<file path="src/rtl/logisim_tick_clock_gen.sv">
// rtl/logisim_tick_clock_gen.sv - derived simulation clock from FPGA tick pulses
module logisim_tick_clock_gen #(
    parameter int NrOfBits  = 8,
    parameter int HighTicks = 1,
    parameter int LowTicks  = 1,
    parameter int Phase     = 1
) (
    input  logic FPGAClock,
    input  logic FPGAResetN,
    input  logic FPGATick,
    input  logic Enable,
    input  logic Step,
    output logic ClockOut,
    output logic RiseStrobe,
    output logic FallStrobe,
    output logic StepBusy
);

    typedef enum logic {
        ST_LOW  = 1'b0,
        ST_HIGH = 1'b1
    } state_t;

    localparam logic [NrOfBits-1:0] HIGH_RELOAD  = NrOfBits'(HighTicks - 1);
    localparam logic [NrOfBits-1:0] LOW_RELOAD   = NrOfBits'(LowTicks - 1);
    localparam logic [NrOfBits-1:0] PHASE_RELOAD = NrOfBits'(Phase - 1);

    state_t              state_q;
    state_t              state_d;
    logic [NrOfBits-1:0] cnt_q;
    logic [NrOfBits-1:0] cnt_d;
    logic                rise_d;
    logic                fall_d;
    logic                busy_d;
    logic                qual_tick;
    logic                forced_tick;

    // A tick counts while running or while a step is pending; a pending step
    // while halted forces the terminal-count action regardless of cnt.
    assign qual_tick   = FPGATick & (Enable | StepBusy);
    assign forced_tick = FPGATick & StepBusy & ~Enable;

    // ClockOut is taken straight from the state flop, so it is glitch-free.
    assign ClockOut = (state_q == ST_HIGH);

    // State, counter, strobe and step-latch registers.
    always_ff @(posedge FPGAClock or negedge FPGAResetN) begin
        if (!FPGAResetN) begin
            state_q    <= ST_LOW;
            cnt_q      <= PHASE_RELOAD;
            RiseStrobe <= 1'b0;
            FallStrobe <= 1'b0;
            StepBusy   <= 1'b0;
        end else begin
            state_q    <= state_d;
            cnt_q      <= cnt_d;
            RiseStrobe <= rise_d;
            FallStrobe <= fall_d;
            StepBusy   <= busy_d;
        end
    end

    // Next-state, reload and step-latch logic.
    always_comb begin
        state_d = state_q;
        cnt_d   = cnt_q;
        rise_d  = 1'b0;
        fall_d  = 1'b0;
        busy_d  = StepBusy;

        // Running cancels any pending step; a step request is absorbed while
        // one is already pending, and the servicing tick wins over a new Step.
        if (Enable) begin
            busy_d = 1'b0;
        end else if (forced_tick) begin
            busy_d = 1'b0;
        end else if (Step) begin
            busy_d = 1'b1;
        end

        if (qual_tick) begin
            if ((cnt_q == '0) || forced_tick) begin
                if (state_q == ST_LOW) begin
                    state_d = ST_HIGH;
                    cnt_d   = HIGH_RELOAD;
                    rise_d  = 1'b1;
                end else begin
                    state_d = ST_LOW;
                    cnt_d   = LOW_RELOAD;
                    fall_d  = 1'b1;
                end
            end else begin
                cnt_d = cnt_q - 1'b1;
            end
        end
    end

endmodule
</file>
<file path="config.mk">
export PLATFORM = sky130hd
export DESIGN_NAME = logisim_tick_clock_gen
export DESIGN_NICKNAME = d
export VERILOG_FILES = /design/src/rtl/logisim_tick_clock_gen.sv
export SDC_FILE = /design/constraint.sdc
export NUM_CORES = 1
export LEC_CHECK = 0
export CORE_AREA = 2 2 40 42
export DETAILED_ROUTE_END_ITERATION = 8
export DIE_AREA = 0 0 42 44
export GPL_ROUTABILITY_DRIVEN = 0
export PLACE_DENSITY = 0.72
export SLEW_MARGIN = 20
export SYNTH_ARGS = -nofsm -noshare
export SYNTH_HDL_FRONTEND = slang
export SYNTH_SLANG_ARGS = --single-unit
</file>
<file path="constraint.sdc">
create_clock -name FPGAClock -period 4.9 [get_ports FPGAClock]
set_clock_uncertainty 0.2 [all_clocks]
set_input_delay 1.225 -clock FPGAClock [delete_from_list [all_inputs] [get_ports FPGAClock]]
set_output_delay 1.225 -clock FPGAClock [all_outputs]
set_load 0.01 [all_outputs]
</file>
==> results of run 1 <==
==> logic make-up after synthesis <==
kind of cell / after synthesis / share of synthesized area
and+or+nand+nor: 21 / 0.202
buffers and inverters: 7 / 0.0538
AOI/OAI and AO/OA: 21 / 0.249
xor gates and xnor gates: 1 / 0.0130
DFF: 12 / 0.445
adders and majority gates: 2 / 0.0371
==> worst max-delay path, delay by kind of cell <==
family          cells  cell delay, ps
simple gates        1             510
buf+inv             1             700
compound gates      2             420
==> stage by stage <==
stage	utilization	setup slack (ps)
2_1_floorplan	-	2460
3_3_place_gp	0.531	1820
3_5_place_dp	0.531	1790
4_1_cts	0.556	2070
5_1_grt	0.556	1940
6_report	0.556	2040
==> Yosys cell counts <==
master     instances  area share
and3_1             1      0.0093
a211o_1            1       0.013
o211ai_1           2       0.022
xnor2_1            1       0.013
nand2b_1           1      0.0093
a22oi_1            4       0.045
or3_4              1       0.017
o31ai_1            4       0.045
a21oi_1            2       0.015
inv_1              4       0.022
dfrtp_1           12        0.45
o22a_1             1       0.013
nor2b_1            1      0.0093
nand3b_1           1       0.011
or3_1              2       0.019
o311ai_2           1       0.024
nand2_1            4       0.022
ha_1               2       0.037
buf_6              1       0.017
nor2_1             3       0.017
or4_1              3       0.033
buf_2              2       0.015
o21ai_0            2       0.015
or4_4              1       0.017
nand4bb_1          1       0.017
or2_2              1      0.0093
o22ai_4            1       0.030
o311ai_1           1       0.013
o21ai_1            2       0.015
or3b_2             1       0.013
==> layer usage <==
layer  track usage  wire length (µm)  vias up
li1              -                 -      266
met1         0.184               627      248
met2         0.275               623       13
met3        0.0625                47        0
met4        0.0581                 0        0
met5             0                 0        -
==> cell type report <==
| cell class | count | share of cell area |
|---|---|---|
| multi-input cells | 45 | 0.428 |
| flip-flops and latches | 12 | 0.380 |
| repair buffers | 8 | 0.101 |
| clock buffers | 4 | 0.0460 |
| well taps | 16 | 0.0254 |
| inverters | 4 | 0.0190 |
==> state kept, by name (all words and copies together), names as in the netlist <==
signal / count
FallStrobe: 1
cnt_q: 8
ClockOut: 1
RiseStrobe: 1
StepBusy: 1
==> worst paths after layout <==
kind / start / endpoint / slack [ps] / depth (start not counted)
max: FPGATick / cnt_q[5] / 2040 / 4
min: cnt_q[1] / cnt_q[1] / 320 / 2
max reg2reg: cnt_q[0] / ClockOut / 3050 / 5
min reg2reg: cnt_q[1] / cnt_q[1] / 320 / 2
max in group asynchronous: FPGAResetN / cnt_q[5] / 3060 / 1
min in group asynchronous: FPGAResetN / cnt_q[3] / 1090 / 1
==> report_power, final <==
part	switching (mW)	internal, mW	leakage, nW
clock network	0.0358	0.0452	0.0210
registers	0.0370	0.133	0.154
logic	0.0804	0.0818	0.154
total	0.153	0.260	0.329
==> impl_metrics.py, run 1 <==
metrics = {
    "global_routing": {
        "first_global_vias": 509,
        "antenna_found_initial": 0,
        "grt_max_degree": 13,
        "grt_pass1_wl_um": 2190,
        "grt_use_total": 0.161,
        "globalRouteOverflowTotal": 0,
    },
    "timing": {
        "setup_tns_ps": 0,
        "post-route-period-util": 0.583,
        "worst_hold_slack_ps": 324,
        "slew-limit-headroom": 0.647,
        "fmax_mhz": 350,
        "finalSetupViolations": 0,
        "finalWorstPathRequiredPeriod_ps": 2860,
        "worst_pin_slew_ps": 528,
        "rsz0062_at_grt": "no",
        "finalHoldViolCount": 0,
        "report.final.slew_viol_count": 0,
    },
    "clock_tree": {
        "clock-sinks": 12,
        "path_clk_slew_ps": 80,
        "cts_setup_buffers": 0,
        "cts-root-buf": "clkbuf_4",
        "cts_made_buffers": 3,
        "insertion_delay_ps": 280,
        "clock_path_buffers": 2,
        "cts_hold_buf": 0,
        "cts_tree": "built",
        "ctsResizeCount": 0,
        "h-tree-depth": 1,
    },
    "drt": {
        "routed_wl_um": 1300,
        "dr.pass1.iters": 4,
        "ant_nets": 0,
        "drc": 0,
        "viasPerCell": 5.92,
        "vias": 527,
        "wl_per_cell_um": 14.6,
        "initialDrtViolationCount": 15,
    },
    "power": {
        "power_mw": 0.413,
        "ir_drop_uv": 277,
        "p_leak_nw": 0.329,
        "power.density_nw_per_um2": 523,
    },
    "layout": {
        "stdcell_count": 89,
        "synthToLayoutAreaGrowth_pct": 17.1,
        "n_antenna_cell": 0,
        "ff_latch_area_um2": 300,
        "multiInputGateArea_um2": 338,
        "stdcell_area_um2": 790,
        "nFillCells": 121,
        "fin_nets": 81,
        "drive_gt1_frac": 0.137,
        "layout_commonest_cell": "dfrtp_1",
        "layout_common_cells": "dfrtp_1 (12), clkdlybuf4s50_1 (8)",
    },
    "job": {
        "maxCapViolCount": 0,
    },
    "synth": {
        "syn_area_per_cell_um2": 10.5,
        "syn_area_um2": 674,
        "synth_warnings": 0,
        "ys_seq_area_frac": 0.445,
        "ys_types": 30,
        "syn-num-nets": 71,
        "synthCells": 64,
        "ys_ff_latch": 12,
    },
    "setup_path": {
        "slowest_delay_ps": 700,
        "path_class": "input port to flip-flop",
        "crit_chain": "clkdlybuf4s50_1 -> o21ai_1 -> or4_1 -> a22oi_1",
        "critPathLaunchType": "input port",
        "cp_data_arrival_time_ps": 2850,
        "required_ps": 4890,
        "path_max_fanout": 12,
        "worstSetupEndpointType": "flip-flop",
        "crit_slowest_cell": "clkdlybuf4s50_1",
    },
    "floorplan": {
        "chipHeight_um": 44,
        "die_w_um": 42,
        "start_util": 0.475,
        "io_pins": 9,
        "core_um2": 1420,
        "die_area_um2": 1850,
        "fp-row-count": 14,
    },
    "placement": {
        "hpwl_um": 919,
        "dp.cells": 85,
        "io_buffers": 8,
        "postPlaceCellArea_um2": 753,
    },
    "outcome": {
        "status": "complete, no violations",
    },
    "min_path": {
        "hold_class": "flip-flop to flip-flop",
    },
}
(Power assumes the default switching activity.)
==> run 2: changes to the inputs <==
==> constraint.sdc (replaced) <==
create_clock -name FPGAClock -period 2.96 [get_ports FPGAClock]
set_clock_uncertainty 0.2 [all_clocks]
set_input_delay 0.74 -clock FPGAClock [delete_from_list [all_inputs] [get_ports FPGAClock]]
set_output_delay 0.74 -clock FPGAClock [all_outputs]
set_load 0.01 [all_outputs]
==> impl_metrics.py, run 2 (synthesis results as in run 1) <==
metrics = {
    "clock_tree": {
        "cts_made_buffers": 3,
        "clock_path_buffers": 2,
        "cts_hold_buf": 0,
        "h-tree-depth": 1,
        "cts-root-buf": "clkbuf_4",
        "path_clk_slew_ps": 70,
        "ctsResizeCount": 0,
        "insertion_delay_ps": 280,
        "clock-sinks": 12,
        "cts_tree": "built",
        "cts_setup_buffers": 0,
    },
    "global_routing": {
        "grt_use_total": 0.176,
        "first_global_vias": 541,
        "globalRouteOverflowTotal": 0,
        "grt_pass1_wl_um": 2370,
        "grt_max_degree": 13,
        "antenna_found_initial": 0,
    },
    "layout": {
        "largest_reg_flops": 8,
        "layout_common_cells": "dfrtp_1 (12), clkdlybuf4s50_1 (8)",
        "n_antenna_cell": 0,
        "synthToLayoutAreaGrowth_pct": 18.2,
        "top_register": "cnt_q",
        "stdcell_area_um2": 797,
        "drive_gt1_frac": 0.149,
        "utilization": 0.562,
        "layout_commonest_cell": "dfrtp_1",
        "fin_nets": 82,
    },
    "setup_path": {
        "worst_r2r_startpoint": "cnt_q[0]",
        "crit_slowest_cell": "clkdlybuf4s50_1",
        "required_ps": 2960,
        "crit_family": "buffers and inverters",
        "crit_chain": "clkdlybuf4s50_1 -> o21ai_1 -> or4_1 -> a22oi_1",
        "worstSetupEndpointType": "flip-flop",
        "critPathLaunchType": "input port",
        "rrSetupSlack_ps": 1110,
        "cp.buffers_inverters": 1,
        "reg2reg_to": "ClockOut",
        "path_class": "input port to flip-flop",
        "slowest_delay_ps": 660,
        "path_max_fanout": 9,
        "r2r_cells": 5,
        "cp_data_arrival_time_ps": 2270,
    },
    "timing": {
        "finalHoldViolCount": 0,
        "finalWorstPathRequiredPeriod_ps": 2270,
        "finalSetupViolations": 0,
        "fmax_mhz": 440,
        "worst_pin_slew_ps": 538,
        "rsz0062_at_grt": "no",
        "setup_tns_ps": 0,
        "post-route-period-util": 0.768,
        "slew-limit-headroom": 0.640,
        "report.final.slew_viol_count": 0,
    },
    "min_path": {
        "holdCritStartpoint": "cnt_q[1]",
        "whs_path_depth": 2,
        "min_to": "cnt_q[1]",
        "hold_class": "flip-flop to flip-flop",
    },
    "power": {
        "switchingPower_mw": 0.249,
        "ir_drop_uv": 406,
        "seqPwrFrac": 0.413,
        "comb_power_share": 0.391,
        "p_leak_nw": 0.334,
        "intPower_mw": 0.431,
        "power.density_nw_per_um2": 853,
        "swShare": 0.367,
        "clockPowerShare": 0.196,
    },
    "floorplan": {
        "io_pins": 9,
        "start_util": 0.475,
        "core_um2": 1420,
        "die_area_um2": 1850,
        "fp-row-count": 14,
        "die_w_um": 42,
        "chipHeight_um": 44,
    },
    "outcome": {
        "status": "complete, no violations",
    },
    "job": {
        "maxCapViolCount": 0,
    },
    "placement": {
        "hpwl_um": 1000,
        "io_buffers": 8,
        "postPlaceCellArea_um2": 761,
    },
    "drt": {
        "routed_wl_um": 1330,
        "wl_per_cell_um": 14.8,
        "dr.pass1.iters": 4,
        "ant_nets": 0,
        "vias": 541,
        "viasPerCell": 6.01,
        "initialDrtViolationCount": 13,
        "drc": 0,
    },
}
## run 2: cell count changes in the layout (fill, tap and decap cells not counted)
cell   before  now
buf_4       0    1
## run 2: how the worst max path moves through the flow
stage | startpoint | endpoint | depth (start not counted)
floorplan | Enable | cnt_q[5] | 4
detailed placement | Enable | cnt_q[5] | 4
finish | Enable | cnt_q[5] | 4
global placement | Enable | cnt_q[5] | 4
CTS | Enable | cnt_q[5] | 4
global route | Enable | cnt_q[5] | 4
## run 2: worst register-to-register path, cell delays in order, from the launching register on
cell and delay [ps]:
dfrtp_1 410, inv_1 90, ha_1 190, or3b_2 490, o311ai_2 260, o21ai_1 90
## run 2: layout make-up
| class | instances | area [µm²] |
|---|---|---|
| Inverter | 4 | 15.0 |
| Timing Repair Buffer | 9 | 87.6 |
| Clock buffer | 4 | 36.3 |
| Fill cell | 129 | 622 |
| Multi-Input combinational cell | 45 | 338 |
| Tap cell | 16 | 20.0 |
| Sequential cell | 12 | 300 |
## run 2: power groups by stage
stage	Clock [mW]	Combinational (mW)	Sequential, mW
6_report	0.133	0.266	0.281
5_1_grt	0.143	0.299	0.293
4_1_cts	0.136	0.269	0.280
3_5_place_dp	0	0.267	0.284
3_3_place_gp	0	0.263	0.281
2_1_floorplan	0	0.221	0.271
## run 2: layer usage
layer | part of all wire | track usage
met2 | 0.49 | 0.281
met1 | 0.46 | 0.222
met4 | 0.024 | 0.116
met3 | 0.032 | 0.0250
met5 | 0 | 0
## run 2: per-stage QoR
step / setup slack [ps] / hold slack [ps] / instances / power [mW]
2_1_floorplan: 1010 / 244 / 64 / 0.492
3_3_place_gp: 438 / 312 / 86 / 0.544
3_5_place_dp: 403 / 309 / 86 / 0.551
4_1_cts: 697 / 328 / 90 / 0.685
5_1_grt: 554 / 361 / 90 / 0.735
6_report: 688 / 321 / 90 / 0.680
